## config.mk

```make
export PLATFORM = sky130hd
export DESIGN_NAME = ysyx_24080006_mdu_iter
export DESIGN_NICKNAME = d
export VERILOG_FILES = /design/src/rtl/ysyx_24080006_pkg.sv /design/src/rtl/ysyx_24080006_mdu_div_step.sv /design/src/rtl/ysyx_24080006_mdu_iter.sv
export SDC_FILE = /design/constraint.sdc
export NUM_CORES = 1
export LEC_CHECK = 0
export ABC_AREA = 0
export CORE_ASPECT_RATIO = 0.6
export CORE_MARGIN = 3
export CORE_UTILIZATION = 30
export DETAILED_ROUTE_END_ITERATION = 12
export PLACE_DENSITY = 0.49
export SYNTH_ARGS = -nofsm -noshare
export SYNTH_HDL_FRONTEND = slang
export SYNTH_HIERARCHICAL = 1
export SYNTH_SLANG_ARGS = --single-unit
```

## constraint.sdc

```tcl
create_clock -name clock -period 22.8 [get_ports clock]
set_input_delay 2.28 -clock clock [delete_from_list [all_inputs] [get_ports clock]]
set_output_delay 2.28 -clock clock [all_outputs]
set_load 0.05 [all_outputs]
```

## src/rtl/ysyx_24080006_pkg.sv

```systemverilog
// Shared MDU types: decoder control bundle, iterative-unit FSM states and throughput defaults.
package ysyx_24080006_pkg;

    typedef enum logic [1:0] {
        MDU_MULL = 2'd0,
        MDU_MULH = 2'd1,
        MDU_DIV  = 2'd2,
        MDU_REM  = 2'd3
    } mdu_op_e;

    typedef struct packed {
        logic    mdu_enable;
        logic    signed_a;
        logic    signed_b;
        mdu_op_e mdu_op;
    } mdu_set_t;

    typedef enum logic [2:0] {
        IDLE  = 3'd0,
        MUL   = 3'd1,
        DIV   = 3'd2,
        FIXUP = 3'd3,
        DONE  = 3'd4
    } mdu_state_e;

    localparam int unsigned MDU_MUL_BITS = 4;
    localparam int unsigned MDU_DIV_BITS = 1;

endpackage

```

## src/rtl/ysyx_24080006_mdu_div_step.sv

```systemverilog
// One restoring-division step: shift in a dividend bit, subtract the divisor if it fits.
module ysyx_24080006_mdu_div_step #(
    parameter int unsigned WIDTH = 32
) (
    input  logic [WIDTH-1:0] rem_in,
    input  logic             bit_in,
    input  logic [WIDTH-1:0] divisor,
    output logic [WIDTH-1:0] rem_out,
    output logic             q_bit
);

    logic [WIDTH:0] shifted;
    logic [WIDTH:0] diff;

    // rem_in < divisor keeps shifted < 2*divisor, so diff's top bit is the borrow
    assign shifted = {rem_in, bit_in};
    assign diff    = shifted - {1'b0, divisor};
    assign q_bit   = ~diff[WIDTH];
    assign rem_out = q_bit ? diff[WIDTH-1:0] : shifted[WIDTH-1:0];

endmodule

```

## src/rtl/ysyx_24080006_mdu_iter.sv

```systemverilog
// Iterative RV32M multiply/divide unit with configurable bits per cycle,
// single-cycle divide-by-zero/overflow path, flush and back-to-back issue.
module ysyx_24080006_mdu_iter
    import ysyx_24080006_pkg::*;
#(
    parameter int unsigned WIDTH    = 32,
    parameter int unsigned MUL_BITS = MDU_MUL_BITS,
    parameter int unsigned DIV_BITS = MDU_DIV_BITS
) (
    input  logic             clock,
    input  logic             reset,
    input  logic             flush,
    input  logic             in_valid,
    output logic             in_ready,
    input  mdu_set_t         mdu_set,
    input  logic [WIDTH-1:0] op_a,
    input  logic [WIDTH-1:0] op_b,
    output logic             out_valid,
    input  logic             out_ready,
    output logic [WIDTH-1:0] result
);

    localparam int unsigned      CNT_W      = $clog2(WIDTH) + 1;
    localparam logic [CNT_W-1:0] MUL_CYCLES = CNT_W'(WIDTH / MUL_BITS);
    localparam logic [CNT_W-1:0] DIV_CYCLES = CNT_W'(WIDTH / DIV_BITS);
    localparam logic [WIDTH-1:0] MIN_NEG    = {1'b1, {(WIDTH-1){1'b0}}};

    mdu_state_e       state;
    mdu_op_e          op_q;
    logic             neg_a_q, neg_b_q;
    logic [WIDTH-1:0] mag_a_q, mag_b_q;
    logic [WIDTH-1:0] acc_hi_q, acc_lo_q;
    logic [WIDTH-1:0] result_q;
    logic [CNT_W-1:0] cnt_q;
    logic             out_valid_q;

    // The caller already qualifies in_valid with the enable bit
    logic unused_enable;
    assign unused_enable = mdu_set.mdu_enable;

    logic             accept, is_div, neg_a, neg_b, fast;
    logic [WIDTH-1:0] mag_a, mag_b, fast_result;

    assign in_ready = (state == IDLE) || ((state == DONE) && out_ready);
    assign accept   = in_valid && in_ready && !flush;

    always_comb begin
        is_div      = (mdu_set.mdu_op == MDU_DIV) || (mdu_set.mdu_op == MDU_REM);
        neg_a       = mdu_set.signed_a & op_a[WIDTH-1];
        neg_b       = (is_div ? mdu_set.signed_a : mdu_set.signed_b) & op_b[WIDTH-1];
        mag_a       = neg_a ? -op_a : op_a;
        mag_b       = neg_b ? -op_b : op_b;
        fast        = 1'b0;
        fast_result = '0;
        if (is_div && (op_b == '0)) begin
            fast        = 1'b1;
            fast_result = (mdu_set.mdu_op == MDU_DIV) ? '1 : op_a;
        end else if (is_div && mdu_set.signed_a && (op_a == MIN_NEG) && (op_b == '1)) begin
            fast        = 1'b1;
            fast_result = (mdu_set.mdu_op == MDU_DIV) ? op_a : '0;
        end
    end

    // Multiply: acc_lo holds the remaining multiplier, acc_hi the running high part
    logic [WIDTH+MUL_BITS-1:0] mul_partial, mul_sum;
    logic [WIDTH-1:0]          mul_hi_n, mul_lo_n;

    always_comb begin
        mul_partial = '0;
        for (int unsigned j = 0; j < MUL_BITS; j++) begin
            if (acc_lo_q[j]) mul_partial = mul_partial + ((WIDTH+MUL_BITS)'(mag_a_q) << j);
        end
        mul_sum  = (WIDTH+MUL_BITS)'(acc_hi_q) + mul_partial;
        mul_hi_n = mul_sum[WIDTH+MUL_BITS-1:MUL_BITS];
        mul_lo_n = {mul_sum[MUL_BITS-1:0], acc_lo_q[WIDTH-1:MUL_BITS]};
    end

    // Divide: acc_hi is the partial remainder, acc_lo shifts dividend out and quotient in
    logic [DIV_BITS-1:0] q_bits;
    logic [WIDTH-1:0]    div_rem_n, div_lo_n;

    for (genvar g = 0; g < DIV_BITS; g++) begin : g_div
        logic [WIDTH-1:0] r_in, r_out;
        logic             q;
        if (g == 0) begin : g_first
            assign r_in = acc_hi_q;
        end else begin : g_next
            assign r_in = g_div[g-1].r_out;
        end
        ysyx_24080006_mdu_div_step #(.WIDTH(WIDTH)) u_step (
            .rem_in  (r_in),
            .bit_in  (acc_lo_q[WIDTH-1-g]),
            .divisor (mag_b_q),
            .rem_out (r_out),
            .q_bit   (q)
        );
        assign q_bits[DIV_BITS-1-g] = q;
    end

    assign div_rem_n = g_div[DIV_BITS-1].r_out;
    assign div_lo_n  = {acc_lo_q[WIDTH-DIV_BITS-1:0], q_bits};

    logic [2*WIDTH-1:0] mul_full, mul_fixed;
    logic [WIDTH-1:0]   quot_fixed, rem_fixed, fixup_result;

    always_comb begin
        mul_full   = {acc_hi_q, acc_lo_q};
        mul_fixed  = (neg_a_q ^ neg_b_q) ? -mul_full : mul_full;
        quot_fixed = (neg_a_q ^ neg_b_q) ? -acc_lo_q : acc_lo_q;
        rem_fixed  = neg_a_q ? -acc_hi_q : acc_hi_q;
        fixup_result = '0;
        case (op_q)
            MDU_MULL: fixup_result = mul_fixed[WIDTH-1:0];
            MDU_MULH: fixup_result = mul_fixed[2*WIDTH-1:WIDTH];
            MDU_DIV:  fixup_result = quot_fixed;
            MDU_REM:  fixup_result = rem_fixed;
            default:  fixup_result = '0;
        endcase
    end

    always_ff @(posedge clock) begin
        if (reset) begin
            state       <= IDLE;
            op_q        <= MDU_MULL;
            neg_a_q     <= 1'b0;
            neg_b_q     <= 1'b0;
            mag_a_q     <= '0;
            mag_b_q     <= '0;
            acc_hi_q    <= '0;
            acc_lo_q    <= '0;
            result_q    <= '0;
            cnt_q       <= '0;
            out_valid_q <= 1'b0;
        end else if (flush) begin
            state       <= IDLE;
            out_valid_q <= 1'b0;
        end else begin
            if (out_valid_q && out_ready) out_valid_q <= 1'b0;
            case (state)
                IDLE, DONE: begin
                    if (accept) begin
                        op_q    <= mdu_set.mdu_op;
                        neg_a_q <= neg_a;
                        neg_b_q <= neg_b;
                        mag_a_q <= mag_a;
                        mag_b_q <= mag_b;
                        if (fast) begin
                            state       <= DONE;
                            result_q    <= fast_result;
                            out_valid_q <= 1'b1;
                        end else if (is_div) begin
                            state    <= DIV;
                            cnt_q    <= DIV_CYCLES;
                            acc_hi_q <= '0;
                            acc_lo_q <= mag_a;
                        end else begin
                            state    <= MUL;
                            cnt_q    <= MUL_CYCLES;
                            acc_hi_q <= '0;
                            acc_lo_q <= mag_b;
                        end
                    end else if ((state == DONE) && out_ready) begin
                        state <= IDLE;
                    end
                end
                MUL: begin
                    acc_hi_q <= mul_hi_n;
                    acc_lo_q <= mul_lo_n;
                    cnt_q    <= cnt_q - CNT_W'(1);
                    if (cnt_q == CNT_W'(1)) state <= FIXUP;
                end
                DIV: begin
                    acc_hi_q <= div_rem_n;
                    acc_lo_q <= div_lo_n;
                    cnt_q    <= cnt_q - CNT_W'(1);
                    if (cnt_q == CNT_W'(1)) state <= FIXUP;
                end
                FIXUP: begin
                    result_q    <= fixup_result;
                    out_valid_q <= 1'b1;
                    state       <= DONE;
                end
                default: state <= IDLE;
            endcase
        end
    end

    assign out_valid = out_valid_q;
    assign result    = result_q;

endmodule

```

==> results.yml <==
outcome:
  outcome: "complete, no violations"
yosys:
  synth_enable_flop_cells: 0
  synth_cell_type_count: 103
  syn-mean-instance-area_um2: 7.348
  synth_top_cells_by_area: "dfxtp_1 17%, ha_1 10%, xnor2_1 6.8%, nor2_1 6.8%, a21oi_1 6.2%"
  post_synthesis_register_bit_count: 174
  netlist.area_leader.share_pct: 17.08
  yosys.area.top_type: "dfxtp_1"
  number_of_warnings_issued_by_yosys: 6
  async_sr_flop_fraction_pct: 0
  synthesis.area_um2: 20390
  syn_nets: 3021
  syn_inst: 2775
  synth_sequential_area_ratio_pct: 17.08
  ys_dominant_reg_cell: "dfxtp_1"
critical_path:
  crit_path_top_delay_cell: "fa_1"
  reg2reg_slack_ns: 12.85
  cp.arrival_ns: 10.32
  critical_path.max_stage_delay_ns: 0.51
  timing.critical_path.from_type: "flop"
  critical_path_class: "reg2reg"
  path_max_fanout: 44
  worst_path_most_repeated_cell: "a21oi_1"
  crit_path_end_kind: "flop"
  depth_of_the_worst_register_to_register_path: 41
  crit-reg2reg-launch: "acc_lo_q[0]$_SDFFE_PP0P_"
  regToRegEndpoint: "acc_hi_q[30]$_SDFFE_PP0P_"
  worst-endpoint-required_ns: 23.17
route:
  route.vias.total: 21587
  wire_per_inst_um: 23.93
  drt_pass1_iterations: 6
  antenna_violating_nets_post_route: 0
  routed_wirelength_um: 88290
  vias_per_cell: 5.850
  initialDrtViolationCount: 2153
  drc: 0
floorplanning:
  chipWidth_um: 342.6
  initial_utilization_pct: 30.54
  die_area_um2: 71240
  io_pins: 108
  core_area_um2: 66770
  core.rowCount: 73
  die_y_um: 208.0
sta:
  rsz0062_at_grt: "no"
  setup_slack_ns: 12.85
  finalClockSkew_ns: 0.01637
  fin_crit_ns: 9.948
  timing.max_slew.rel_slack_pct: 25.26
  tns_ns: 0
  timing.final.hold_violations: 0
  maxClockFrequency_mhz: 100.5
  final_min_period_over_clock_period_pct: 43.63
  setup_viol_count_final: 0
  drv_slew: 0
  tightestPinTransition_ns: 1.113
global_route:
  grt_first_pass_wirelength_um: 129600
  remaining_overflow_grt: 0
  pin_count_of_the_biggest_net_entering_global_routing: 116
  grt_pass1_vias: 19291
  grt_antenna_before_repair: 2
  globalRouteTotalUtil_pct: 23.93
min_path:
  hold-path-cell-count: 2
  min-delay-path-class: "reg2reg"
  timing.hold.worst.start: "result[1]$_SDFFE_PP0P_"
  hold_path_end: "result[1]$_SDFFE_PP0P_"
place:
  post_place_setup_slack_ns: 12.96
  gp_congestion: 1.008
  post-place-cells: 3655
  portBuffers: 106
  hpwlAfterDp_um: 70000
cts:
  clock_insertion_delay_worst_skew_ns: 0.48
  ctsHtreeMaxLevel: 4
  cts.sink_count: 174
  cts_root_buf: "clkbuf_16"
  clk_transition_reported_paths_ns: 0.08
  cts-hold-fix-buffers: 0
  clockBufferDepth: 2
  post_cts_buffers: 0
  cts.repair.resized: 0
  tritoncts: "built"
  numCtsBuffers: 17
job:
  timing.max_cap.violations: 0
layout:
  layout.cells.most_common_list: "367 x nor2_1, 252 x a21oi_1, 172 x nand2_1, 172 x dfxtp_1, 167 x ha_1"
  finish.cell_count_without_fillers: 3690
  post_route_cells_drive_above_1_share_pct: 6.349
  mostFrequentLayoutCell: "nor2_1"
  final_nets: 3021
  final_core_utilization_pct: 34.03
  layout-area-overhead-vs-synth_pct: 11.44
pwr:
  design_power_total_mw: 1.128
  vdd.ir_drop.worst_uv: 61.46
  power_leakage_nw: 9.197
  pwr_density_cell_nw_per_um2: 49.66
## worst max-delay path by stage
stage	startpoint	end	slack, ns	cells after the start
6_report	acc_lo_q[0]$_SDFFE_PP0P_	acc_hi_q[30]$_SDFFE_PP0P_	12.85	41
5_1_grt	acc_lo_q[0]$_SDFFE_PP0P_	acc_hi_q[30]$_SDFFE_PP0P_	12.05	41
4_1_cts	acc_lo_q[0]$_SDFFE_PP0P_	acc_hi_q[30]$_SDFFE_PP0P_	12.86	41
3_5_place_dp	acc_lo_q[0]$_SDFFE_PP0P_	acc_hi_q[30]$_SDFFE_PP0P_	12.96	41
3_3_place_gp	acc_lo_q[0]$_SDFFE_PP0P_	acc_hi_q[30]$_SDFFE_PP0P_	13.03	41
2_1_floorplan	acc_lo_q[0]$_SDFFE_PP0P_	acc_hi_q[30]$_SDFFE_PP0P_	14.13	46
## sequential cells by signal, indices dropped and copies added, names as in the netlist
name       cells
mag_a_q       32
mag_b_q       32
acc_hi_q      32
out_valid      1
result        32
cnt_q          6
neg_a_q        1
neg_b_q        1
acc_lo_q      32
op_q           2
state          3
## critical path: cells and delay by family (launching register included)
| kind | cells | cell delay (ns) |
|---|---|---|
| multiplexers | 1 | 0.31 |
| buffers and inverters | 2 | 0.34 |
| AO/OA/AOI/OAI | 24 | 5.63 |
| flip-flops | 1 | 0.31 |
| adder cells (fa/ha/maj) | 5 | 1.75 |
| XOR/XNOR | 4 | 0.52 |
| AND/OR/NAND/NOR | 5 | 0.95 |
## logic make-up after synthesis
group | after synthesis | synth area share, %
XOR/XNOR | 262 | 11.25
AO/OA/AOI/OAI | 886 | 28.95
buffers and inverters | 265 | 5.510
AND/OR/NAND/NOR | 932 | 21.53
multiplexers | 84 | 4.933
adder cells (fa/ha/maj) | 172 | 10.74
flip-flops | 174 | 17.08
## per-stage QoR
step | hold slack, ns | area [um2]
2_1_floorplan | 0.4400 | 20390
3_3_place_gp | 0.4602 | 22110
3_5_place_dp | 0.4611 | 22110
4_1_cts | 0.4744 | 22710
5_1_grt | 0.4892 | 22720
6_report | 0.4736 | 22720
## routing by layer
metal	track usage (%)	part of all wire [%]	up-vias
met5	0	0	-
met2	32.51	39	886
li1	-	-	10178
met3	5.586	8.9	85
met4	4.401	1.7	0
met1	37.56	50	10438
## layout make-up
cell class / count / area, um2
inverter: 116 / 442.9
multi-input combinational: 2336 / 15820
fill: 7111 / 44040
tap: 900 / 1126
timing repair buffer: 130 / 1240
clock buffer: 17 / 425.4
antenna: 2 / 5.005
clock inverter: 15 / 182.7
sequential: 174 / 3486
## where the power goes
| group | total [mW] | switching (mW) | internal [mW] |
|---|---|---|---|
| Combinational | 0.458 | 0.282 | 0.176 |
| Clock | 0.314 | 0.164 | 0.150 |
| Sequential | 0.356 | 0.0366 | 0.320 |
## cell usage after synthesis, types with 12 or more instances
| cell | number |
|---|---|
| o22ai_1 | 24 |
| nor2b_1 | 25 |
| o21bai_1 | 16 |
| a221oi_1 | 30 |
| o21ai_0 | 137 |
| or3_1 | 21 |
| mux2i_1 | 18 |
| xnor2_1 | 158 |
| and3_1 | 16 |
| o221ai_1 | 34 |
| mux2_4 | 19 |
| nor3_1 | 130 |
| ha_1 | 167 |
| a22oi_1 | 34 |
| inv_1 | 114 |
| o21a_1 | 25 |
| a31oi_1 | 32 |
| buf_1 | 12 |
| buf_2 | 14 |
| nor2_1 | 367 |
| a21oi_1 | 252 |
| or4_1 | 15 |
| and2_1 | 39 |
| nor4_1 | 13 |
| nand3_1 | 45 |
| nand2_1 | 172 |
| xor2_1 | 104 |
| o31ai_1 | 22 |
| a211oi_1 | 94 |
| nand2b_1 | 24 |
| dfxtp_1 | 174 |
| mux2_2 | 46 |
| nand4_1 | 25 |
| clkbuf_1 | 109 |
| a21o_1 | 67 |
(Power assumes the default switching activity.)
